`config.mk`:
```
export PLATFORM = sky130hd
export DESIGN_NAME = alu_issue_ctrl_flat
export DESIGN_NICKNAME = d
export VERILOG_FILES = /design/src/rtl/alu_issue_ctrl_if.sv /design/src/rtl/alu_issue_ctrl.sv /design/src/flat_wrapper.sv
export SDC_FILE = /design/constraint.sdc
export NUM_CORES = 1
export LEC_CHECK = 0
export ABC_AREA = 0
export BUFFER_PORTS_ARGS = -buffer_cell sky130_fd_sc_hd__buf_4
export CAP_MARGIN = 20
export CORE_UTILIZATION = 50
export DETAILED_ROUTE_END_ITERATION = 10
export GPL_ROUTABILITY_DRIVEN = 0
export PLACE_DENSITY = 0.77
export SYNTH_ARGS = -nofsm -noshare
export SYNTH_HDL_FRONTEND = slang
export SYNTH_SLANG_ARGS = --single-unit
```
`constraint.sdc`:
```
create_clock -name clk -period 2.55 [get_ports clk]
set_input_delay 0.1275 -clock clk [delete_from_list [all_inputs] [get_ports clk]]
set_output_delay 0.1275 -clock clk [all_outputs]
set_load 0.03 [all_outputs]
```
`src/rtl/alu_issue_ctrl_if.sv`:
```
// alu_issue_ctrl_if: instruction handshake, ALU operand/result bus and memory request bus
interface alu_issue_ctrl_if #(
    parameter int REG_WIDTH = 8,
    parameter int OP_WIDTH  = 4,
    parameter int RADDR_W   = 2
);
    localparam int IW = OP_WIDTH + 2 * RADDR_W + 1;
    logic                 instr_valid;
    logic                 instr_ready;
    logic [IW-1:0]        instr;
    logic [REG_WIDTH-1:0] alu_ra;
    logic [REG_WIDTH-1:0] alu_rb;
    logic [OP_WIDTH-1:0]  alu_op;
    logic [REG_WIDTH-1:0] alu_res;
    logic [REG_WIDTH-1:0] alu_car;
    logic                 alu_zero;
    logic                 alu_jump;
    logic                 mem_req;
    logic                 mem_we;
    logic [REG_WIDTH-1:0] mem_addr;
    logic [REG_WIDTH-1:0] mem_wdata;
    logic [REG_WIDTH-1:0] mem_rdata;
    logic                 mem_ack;
    modport master (
        input  instr_valid, instr, alu_res, alu_car, alu_zero, alu_jump, mem_rdata, mem_ack,
        output instr_ready, alu_ra, alu_rb, alu_op, mem_req, mem_we, mem_addr, mem_wdata
    );
    modport slave (
        output instr_valid, instr, alu_res, alu_car, alu_zero, alu_jump, mem_rdata, mem_ack,
        input  instr_ready, alu_ra, alu_rb, alu_op, mem_req, mem_we, mem_addr, mem_wdata
    );
endinterface

```
`src/rtl/alu_issue_ctrl.sv`:
```
// alu_issue_ctrl: serial issue controller driving an external ALU and a req/ack memory port
module alu_issue_ctrl #(
    parameter int REG_WIDTH = 8,
    parameter int OP_WIDTH  = 4,
    parameter int RADDR_W   = 2
) (
    input  logic                 clk,
    input  logic                 rst_n,
    alu_issue_ctrl_if.master     bus,
    output logic                 done_o,
    output logic                 branch_taken_o,
    output logic                 illegal_o,
    output logic [REG_WIDTH-1:0] carry_flag_o,
    output logic                 zero_flag_o,
    input  logic [RADDR_W-1:0]   dbg_sel_i,
    output logic [REG_WIDTH-1:0] dbg_data_o
);
    localparam int IW   = OP_WIDTH + 2 * RADDR_W + 1;
    localparam int NREG = 1 << RADDR_W;

    typedef enum logic [1:0] {IDLE, EXEC, MEM} state_t;

    state_t               state_q;
    logic [IW-1:0]        instr_q;
    logic [REG_WIDTH-1:0] regs_q [NREG];
    logic [REG_WIDTH-1:0] carry_q;
    logic                 zero_q;
    logic                 done_q;
    logic                 br_q;
    logic                 ill_q;

    logic [OP_WIDTH-1:0]  op;
    logic [RADDR_W-1:0]   ra;
    logic [RADDR_W-1:0]   rb;
    logic                 ld;
    logic                 is_mem;
    logic                 is_beq;
    logic                 alu_wr;
    logic                 car_wr;
    logic                 active;
    logic                 in_mem;

    assign op     = instr_q[IW-1 -: OP_WIDTH];
    assign ra     = instr_q[2*RADDR_W -: RADDR_W];
    assign rb     = instr_q[RADDR_W -: RADDR_W];
    assign ld     = instr_q[0];
    assign is_mem = op == OP_WIDTH'(6);
    assign is_beq = op == OP_WIDTH'(7);
    assign alu_wr = (op < OP_WIDTH'(6)) || (op >= OP_WIDTH'(8) && op <= OP_WIDTH'(10));
    assign car_wr = alu_wr && op >= OP_WIDTH'(4);

    assign done_o         = done_q;
    assign branch_taken_o = br_q;
    assign illegal_o      = ill_q;
    assign carry_flag_o   = carry_q;
    assign zero_flag_o    = zero_q;
    assign dbg_data_o     = regs_q[dbg_sel_i];

    // Bus drive: operands only while an instruction is in flight, memory request only in MEM
    always_comb begin
        active          = state_q != IDLE;
        in_mem          = state_q == MEM;
        bus.instr_ready = state_q == IDLE;
        bus.alu_op      = active ? op : '0;
        bus.alu_ra      = active ? regs_q[ra] : '0;
        bus.alu_rb      = active ? regs_q[rb] : '0;
        bus.mem_req     = in_mem;
        bus.mem_we      = in_mem && !ld;
        bus.mem_addr    = in_mem ? regs_q[ra] : '0;
        bus.mem_wdata   = in_mem ? regs_q[rb] : '0;
    end

    // Sequencer: accept in IDLE, commit ALU results in EXEC, wait for ack in MEM
    always_ff @(posedge clk or negedge rst_n) begin
        if (!rst_n) begin
            state_q <= IDLE;
            instr_q <= '0;
            carry_q <= '0;
            zero_q  <= 1'b0;
            done_q  <= 1'b0;
            br_q    <= 1'b0;
            ill_q   <= 1'b0;
            for (int i = 0; i < NREG; i++) regs_q[i] <= '0;
        end else begin
            done_q <= 1'b0;
            br_q   <= 1'b0;
            ill_q  <= 1'b0;
            case (state_q)
                IDLE: begin
                    if (bus.instr_valid) begin
                        instr_q <= bus.instr;
                        state_q <= EXEC;
                    end
                end
                EXEC: begin
                    state_q <= is_mem ? MEM : IDLE;
                    done_q  <= !is_mem;
                    br_q    <= is_beq && bus.alu_jump;
                    ill_q   <= op > OP_WIDTH'(10);
                    if (alu_wr) begin
                        regs_q[ra] <= bus.alu_res;
                        zero_q     <= bus.alu_zero;
                    end
                    if (car_wr) carry_q <= bus.alu_car;
                end
                MEM: begin
                    if (bus.mem_ack) begin
                        if (ld) regs_q[rb] <= bus.mem_rdata;
                        state_q <= IDLE;
                        done_q  <= 1'b1;
                    end
                end
                default: state_q <= IDLE;
            endcase
        end
    end
endmodule

```
`src/flat_wrapper.sv`:
```
// flat-port wrapper written by rule: the top's interface ports become plain ports
module alu_issue_ctrl_flat 
#(
    parameter int REG_WIDTH = 8,
    parameter int OP_WIDTH  = 4,
    parameter int RADDR_W   = 2
)
  (clk, rst_n, done_o, branch_taken_o, illegal_o, carry_flag_o, zero_flag_o, dbg_sel_i, dbg_data_o, bus_instr_valid, bus_instr, bus_alu_res, bus_alu_car, bus_alu_zero, bus_alu_jump, bus_mem_rdata, bus_mem_ack, bus_instr_ready, bus_alu_ra, bus_alu_rb, bus_alu_op, bus_mem_req, bus_mem_we, bus_mem_addr, bus_mem_wdata);
  alu_issue_ctrl_if #(.REG_WIDTH(REG_WIDTH), .OP_WIDTH(OP_WIDTH), .RADDR_W(RADDR_W)) bus_i ();
  input  logic clk;
  input  logic rst_n;
  output logic done_o;
  output logic branch_taken_o;
  output logic illegal_o;
  output logic [REG_WIDTH-1:0] carry_flag_o;
  output logic zero_flag_o;
  input  logic [RADDR_W-1:0] dbg_sel_i;
  output logic [REG_WIDTH-1:0] dbg_data_o;
  input wire logic [$bits(bus_i.instr_valid)-1:0] bus_instr_valid;
  input wire logic [$bits(bus_i.instr)-1:0] bus_instr;
  input wire logic [$bits(bus_i.alu_res)-1:0] bus_alu_res;
  input wire logic [$bits(bus_i.alu_car)-1:0] bus_alu_car;
  input wire logic [$bits(bus_i.alu_zero)-1:0] bus_alu_zero;
  input wire logic [$bits(bus_i.alu_jump)-1:0] bus_alu_jump;
  input wire logic [$bits(bus_i.mem_rdata)-1:0] bus_mem_rdata;
  input wire logic [$bits(bus_i.mem_ack)-1:0] bus_mem_ack;
  output wire logic [$bits(bus_i.instr_ready)-1:0] bus_instr_ready;
  output wire logic [$bits(bus_i.alu_ra)-1:0] bus_alu_ra;
  output wire logic [$bits(bus_i.alu_rb)-1:0] bus_alu_rb;
  output wire logic [$bits(bus_i.alu_op)-1:0] bus_alu_op;
  output wire logic [$bits(bus_i.mem_req)-1:0] bus_mem_req;
  output wire logic [$bits(bus_i.mem_we)-1:0] bus_mem_we;
  output wire logic [$bits(bus_i.mem_addr)-1:0] bus_mem_addr;
  output wire logic [$bits(bus_i.mem_wdata)-1:0] bus_mem_wdata;
  assign bus_i.instr_valid = bus_instr_valid;
  assign bus_i.instr = bus_instr;
  assign bus_i.alu_res = bus_alu_res;
  assign bus_i.alu_car = bus_alu_car;
  assign bus_i.alu_zero = bus_alu_zero;
  assign bus_i.alu_jump = bus_alu_jump;
  assign bus_i.mem_rdata = bus_mem_rdata;
  assign bus_i.mem_ack = bus_mem_ack;
  assign bus_instr_ready = bus_i.instr_ready;
  assign bus_alu_ra = bus_i.alu_ra;
  assign bus_alu_rb = bus_i.alu_rb;
  assign bus_alu_op = bus_i.alu_op;
  assign bus_mem_req = bus_i.mem_req;
  assign bus_mem_we = bus_i.mem_we;
  assign bus_mem_addr = bus_i.mem_addr;
  assign bus_mem_wdata = bus_i.mem_wdata;
  alu_issue_ctrl #(.REG_WIDTH(REG_WIDTH), .OP_WIDTH(OP_WIDTH), .RADDR_W(RADDR_W)) u_core (.clk(clk), .rst_n(rst_n), .bus(bus_i), .done_o(done_o), .branch_taken_o(branch_taken_o), .illegal_o(illegal_o), .carry_flag_o(carry_flag_o), .zero_flag_o(zero_flag_o), .dbg_sel_i(dbg_sel_i), .dbg_data_o(dbg_data_o));
endmodule
```
==> results by group, run 1 <==
Timing
  – Final setup margin: 0.292 ns
  – Unrepaired setup endpoints after global routing: false
  – Skew final: 0.00957 ns
  – Worst Tran Pin Value: 0.697 ns
  – Setup violators final: 0
  – Slew Viols, Final: 0
  – Period minus WS final: 2.26 ns
  – Fmax: 443 MHz
  – Post-route setup TNS: 0 ns
  – Relative slew slack: 0.536
  – Final Hold Fails: 0
  – Crit share post-route: 0.886

Global route
  – Total grt overflow: 0
  – First-pass GRT wire length: 13.8 mm
  – Vias in the first global route: 2629
  – Met3 Usage GRT: 0.0327
  – Busiest grt layer: met2
  – Met2 GRT Util: 0.416
  – Largest net degree at the start of global routing: 56
  – Antenna violations before repair: 0
  – GRT Total Usage: 0.247
  – Grt met1 use: 0.340

Worst hold path
  – Hold EP: u_core.instr_q[4]
  – Worst hold path class: input pin to flip-flop
  – Hold path cells: 2
  – Min-delay src: bus_instr[4]

Synthesis
  – Synth area leaders: dfrtp_1 39%, mux4_2 15%, mux2_2 13%
  – Mapped Cells: 270
  – Syn Area/Cell: 13.0 µm²
  – Post-Syn Nets: 314
  – Netlist cell types: 42
  – Top-count cell post-synth: dfrtp_1
  – Yosys warns: 0
  – Synth cell count leaders: 55 x dfrtp_1, 41 x mux2_2, 32 x a22o_1
  – EDFF count, synth: 0
  – Synth area leader: dfrtp_1
  – Post-synthesis sequential area ratio: 0.391
  – Top FF cell, synth: dfrtp_1
  – Mapped Area: 3520 µm²
  – Post-synth ARST share: 1.00
  – Post-synth top area share: 0.391
  – Register bit total from synthesis: 55

Route
  – First-pass DRT Iterations: 4
  – Antenna Violating Nets Remaining: 0
  – Post-Route WL: 8.65 mm
  – Vias: 2683
  – Drt drc: 0
  – First DRT Iteration DRCs: 121
  – Routed vias/inst: 5.77
  – WL/cell: 18.6 µm

CTS
  – Root Buffer: clkbuf_8
  – TritonCTS Buffers: 5
  – CTS Sinks: 55
  – Post-CTS Resized: 0
  – # Post-CTS Setup Buffers: 0
  – H-tree depth: 2
  – TritonCTS clock tree: built
  – Max Root-Sink Buffers: 2
  – Hold_buf cts: 1
  – Worst-path clk slew: 0.10 ns
  – Worst skew pair latency: 0.31 ns

Power and ir drop
  – P_sw: 2190 µW
  – Combinational Power Share: 0.583
  – Sw Share: 0.426
  – Clock share of power: 0.096
  – PD cells: 1150 nW/µm²
  – Power share of the sequential group: 0.321
  – VDD IR max: 0.582 mV
  – Leak pwr: 0.00208 µW
  – Internal power: 2940 µW

Run status
  – Status: completed

Floorplan
  – Starting Density: 0.518
  – Die H: 85.9 µm
  – Rows: 30
  – Die X: 85.9 µm
  – Io pins: 100
  – Die footprint: 7380 µm²
  – Core ar.: 6790 µm²

Cells and area
  – Non-Filler Instances: 465
  – Layout area overhead: 26.4%
  – Number of antenna diodes: 0
  – Share of cells above drive strength 1: 0.542
  – Fin nets: 413

Worst setup path
  – CP Capture Type: output port
  – R2R cell count: 5
  – Reg-to-reg setup timing slack: 0.32 ns
  – Arrival @ worst endpoint: 2.13 ns
  – Kind of critical path: flip-flop to output port
  – CP required: 2.42 ns
  – Reg2reg end: u_core.regs_q[28]
  – CP Max Fanout: 11
  – Worst r2r src: u_core.state_q[1]
  – Startpoint types: flip-flop

Placement
  – DP Worst Slack: 0.340 ns
  – Port buffer count: 99
  – Post-DP HPWL: 6.36 mm
  – Dpl cells: 457

Flow run
  – Maxcap violations: 0
worst max-delay path, stage by stage (launching register included):
cell and delay, ns:
dfrtp_1 0.69, buf_4 0.27, mux4_2 0.53, and2_1 0.18, buf_4 0.16
how the worst max path moves through the flow:
stage	slack (ns)	endpoint	from
floorplan	0.56	u_core.regs_q[16]	u_core.state_q[0]
global placement	0.45	u_core.regs_q[20]	u_core.state_q[1]
detailed placement	0.34	u_core.regs_q[28]	u_core.state_q[1]
CTS	0.25	bus_mem_addr[0]	u_core.instr_q[3]
global route	0.16	bus_mem_addr[0]	u_core.instr_q[3]
finish	0.29	bus_mem_addr[0]	u_core.instr_q[3]
cell families (layout without fill, tap and decap cells):
kind of cell / count (synthesis) / count (layout) / synth area share
AO/OA/AOI/OAI: 46 / 46 / 0.108
AND/OR/NAND/NOR: 70 / 70 / 0.134
adder cells (fa/ha/maj): 3 / 3 / 0.0107
flip-flops: 55 / 55 / 0.391
buffers and inverters: 22 / 121 / 0.0334
multiplexers: 74 / 74 / 0.323
sequential cells by signal, indices dropped and copies added (netlist names):
signal / flops
u_core.carry_flag_o: 8
u_core.zero_flag_o: 1
u_core.done_o: 1
u_core.state_q: 2
u_core.instr_q: 9
u_core.regs_q: 32
u_core.illegal_o: 1
u_core.branch_taken_o: 1
final cells by class:
| type | instances | area [µm²] |
|---|---|---|
| Clock inverter | 1 | 5.00 |
| Clock buffer | 6 | 82.6 |
| Multi-Input combinational cell | 193 | 2030 |
| Sequential cell | 55 | 1380 |
| Timing Repair Buffer | 109 | 821 |
| Tap cell | 96 | 120 |
| Inverter | 5 | 18.8 |
| Fill cell | 544 | 2340 |
layer usage:
layer | share of wire | routed length (µm) | vias up
met1 | 0.44 | 3780 | 1372
met4 | 0.013 | 114 | 0
li1 | - | - | 1230
met2 | 0.52 | 4460 | 70
met3 | 0.035 | 301 | 11
met5 | 0 | 0 | -
power by group through the flow:
stage / combinational [µW] / sequential [µW] / clock [µW]
4_1_cts: 3010 / 1640 / 503
2_1_floorplan: 2070 / 1670 / 0
3_5_place_dp: 3000 / 1660 / 0
6_report: 2990 / 1650 / 494
3_3_place_gp: 2950 / 1630 / 0
5_1_grt: 3180 / 1700 / 539
placed cells by master (no fill, tap or decap), types with 2 or more instances in the layout:
master / instances
mux2_4: 9
nand2_1: 4
and3_1: 3
mux4_2: 24
nand3_1: 2
and2_1: 17
ha_1: 3
mux2_2: 41
o21ai_0: 3
nor3b_2: 4
nor2b_1: 22
a21oi_1: 2
buf_4: 108
dfrtp_1: 55
a22o_1: 32
clkbuf_8: 6
o21ai_2: 3
inv_1: 5
nor2_1: 4
stage by stage:
| step | power (µW) | hold slack (ns) | area [µm²] | utilization |
|---|---|---|---|---|
| final | 5130 | 0.0394 | 4450 | 0.655 |
| after global routing | 5420 | 0.0320 | 4450 | 0.655 |
| after CTS | 5150 | 0.0358 | 4450 | 0.655 |
| after detailed placement | 4660 | 0.224 | 4350 | 0.641 |
| after global placement | 4580 | 0.219 | 4350 | 0.641 |
| after floorplan | 3740 | -0.168 | 3520 | - |
Power figures use the tool's default switching activity.
==> run 2: changes to the inputs <==
==> constraint.sdc (replaced) <==
create_clock -name clk -period 2.4 [get_ports clk]
set_input_delay 0.12 -clock clk [delete_from_list [all_inputs] [get_ports clk]]
set_output_delay 0.12 -clock clk [all_outputs]
set_load 0.03 [all_outputs]
==> results by group, run 2 (synthesized netlist as in run 1, its figures left out) <==
Cells and area
  – Top reg by flops: u_core.regs_q
  – Share of cells above drive strength 1: 0.549
  – Fin nets: 418
  – Number of antenna diodes: 0
  – Number of flip-flops in the largest register: 32
  – Most common cell after layout, fill and taps aside: buf_4
  – Final Util: 0.665
  – # fillers: 538
  – Most frequent cells in the layout: 113 x buf_4, 55 x dfrtp_1, 41 x mux2_2
  – Layout area overhead: 28.3%

Power and ir drop
  – Leak pwr: 0.00212 µW
  – PD cells: 1250 nW/µm²
  – VDD IR max: 0.539 mV

Route
  – Routed vias/inst: 5.73
  – First-pass DRT Iterations: 4
  – Drt drc: 0
  – Post-Route WL: 8.78 mm
  – First DRT Iteration DRCs: 182
  – WL/cell: 18.6 µm
  – Vias: 2701
  – Antenna Violating Nets Remaining: 0

CTS
  – CTS Sinks: 55
  – Worst-path clk slew: 0.10 ns
  – Worst skew pair latency: 0.31 ns
  – Max Root-Sink Buffers: 2
  – # Post-CTS Setup Buffers: 0
  – TritonCTS Buffers: 5
  – Post-CTS Resized: 0
  – Hold_buf cts: 1
  – H-tree depth: 2
  – Root Buffer: clkbuf_8
  – TritonCTS clock tree: built

Worst hold path
  – Worst hold path class: input pin to flip-flop
  – Min-delay src: bus_instr[8]
  – Hold path cells: 2

Timing
  – Unrepaired setup endpoints after global routing: false
  – Worst Tran Pin Value: 0.705 ns
  – Crit share post-route: 0.915
  – Final Hold Fails: 0
  – Slew Viols, Final: 0
  – Skew final: 0.00666 ns
  – Setup violators final: 0
  – Relative slew slack: 0.530
  – Final hold slack: 0.0324 ns
  – Fmax: 455 MHz
  – Post-route setup TNS: 0 ns
  – Period minus WS final: 2.20 ns

Worst setup path
  – Kind of critical path: flip-flop to flip-flop
  – Arrival @ worst endpoint: 2.40 ns
  – Delay-heaviest family, CP: simple AND/OR/NAND/NOR gates
  – CP Max Fanout: 12
  – CP max stage cell: or2_0
  – CP required: 2.61 ns
  – Startpoint types: flip-flop
  – CP cell instances: inv_1, ha_1, a21boi_1, or2_0, mux2_2
  – Worst setup startpoint: u_core.state_q[1]
  – CP Depth: 5
  – R2R cell count: 5
  – CP Capture Type: flip-flop
  – Worst r2r src: u_core.state_q[1]
  – Crit path buf inv count: 1
  – Slowest stage delay, CP: 0.52 ns

Flow run
  – Maxcap violations: 0

Floorplan
  – Die X: 85.9 µm
  – Rows: 30
  – Die footprint: 7380 µm²
  – Io pins: 100
  – Core ar.: 6790 µm²
  – Die H: 85.9 µm
  – Starting Density: 0.518

Global route
  – Total grt overflow: 0
  – GRT Total Usage: 0.251
  – Antenna violations before repair: 0
  – First-pass GRT wire length: 14.0 mm
  – Largest net degree at the start of global routing: 56
  – Vias in the first global route: 2669

Placement
  – Port buffer count: 99
  – Post-DP HPWL: 6.58 mm

Run status
  – Status: completed
==> run 2: worst paths after layout <==
path                                     endpoint  slack, ns
setup reg to reg                u_core.regs_q[27]       0.20
hold / removal                  u_core.instr_q[8]       0.03
min in group asynchronous      u_core.zero_flag_o       0.41
setup / recovery                u_core.regs_q[27]       0.20
max in group asynchronous       u_core.regs_q[22]       1.53
hold reg to reg            u_core.carry_flag_o[2]       0.51
==> run 2: where the power goes <==
| group | switching, µW | internal (µW) |
|---|---|---|
| Sequential | 416 | 1300 |
| Clock | 314 | 338 |
| Combinational | 1640 | 1650 |
==> run 2: final cells by class <==
class	count	area, µm²	area share
Sequential cell	55	1380	0.305
Inverter	5	18.8	0.00416
Clock inverter	2	35.0	0.00776
Tap cell	96	120	0.0266
Timing Repair Buffer	114	858	0.190
Multi-Input combinational cell	193	2030	0.448
Clock buffer	6	82.6	0.0183
==> run 2: worst reg2reg max path, cell delays in order, from the launching register on <==
cell,delay [ns]
dfrtp_1,0.41
inv_1,0.09
ha_1,0.38
a21boi_1,0.27
or2_0,0.52
mux2_2,0.41
==> run 2: layer usage <==
| layer | wire length (µm) | GRT usage |
|---|---|---|
| met1 | 3600 | 0.321 |
| met2 | 4680 | 0.449 |
| met3 | 368 | 0.0356 |
| met4 | 136 | 0.0621 |
| met5 | 0 | 0 |
==> run 2: through the flow <==
| step | std cells | power, µW | setup slack (ns) | cell area, µm² |
|---|---|---|---|---|
| 2_1_floorplan | 270 | 3970 | 0.413 | 3520 |
| 3_3_place_gp | 462 | 4920 | 0.296 | 4390 |
| 3_5_place_dp | 462 | 5030 | 0.229 | 4390 |
| 4_1_cts | 471 | 5680 | 0.231 | 4520 |
| 5_1_grt | 471 | 5970 | 0.0549 | 4520 |
| 6_report | 471 | 5660 | 0.204 | 4520 |
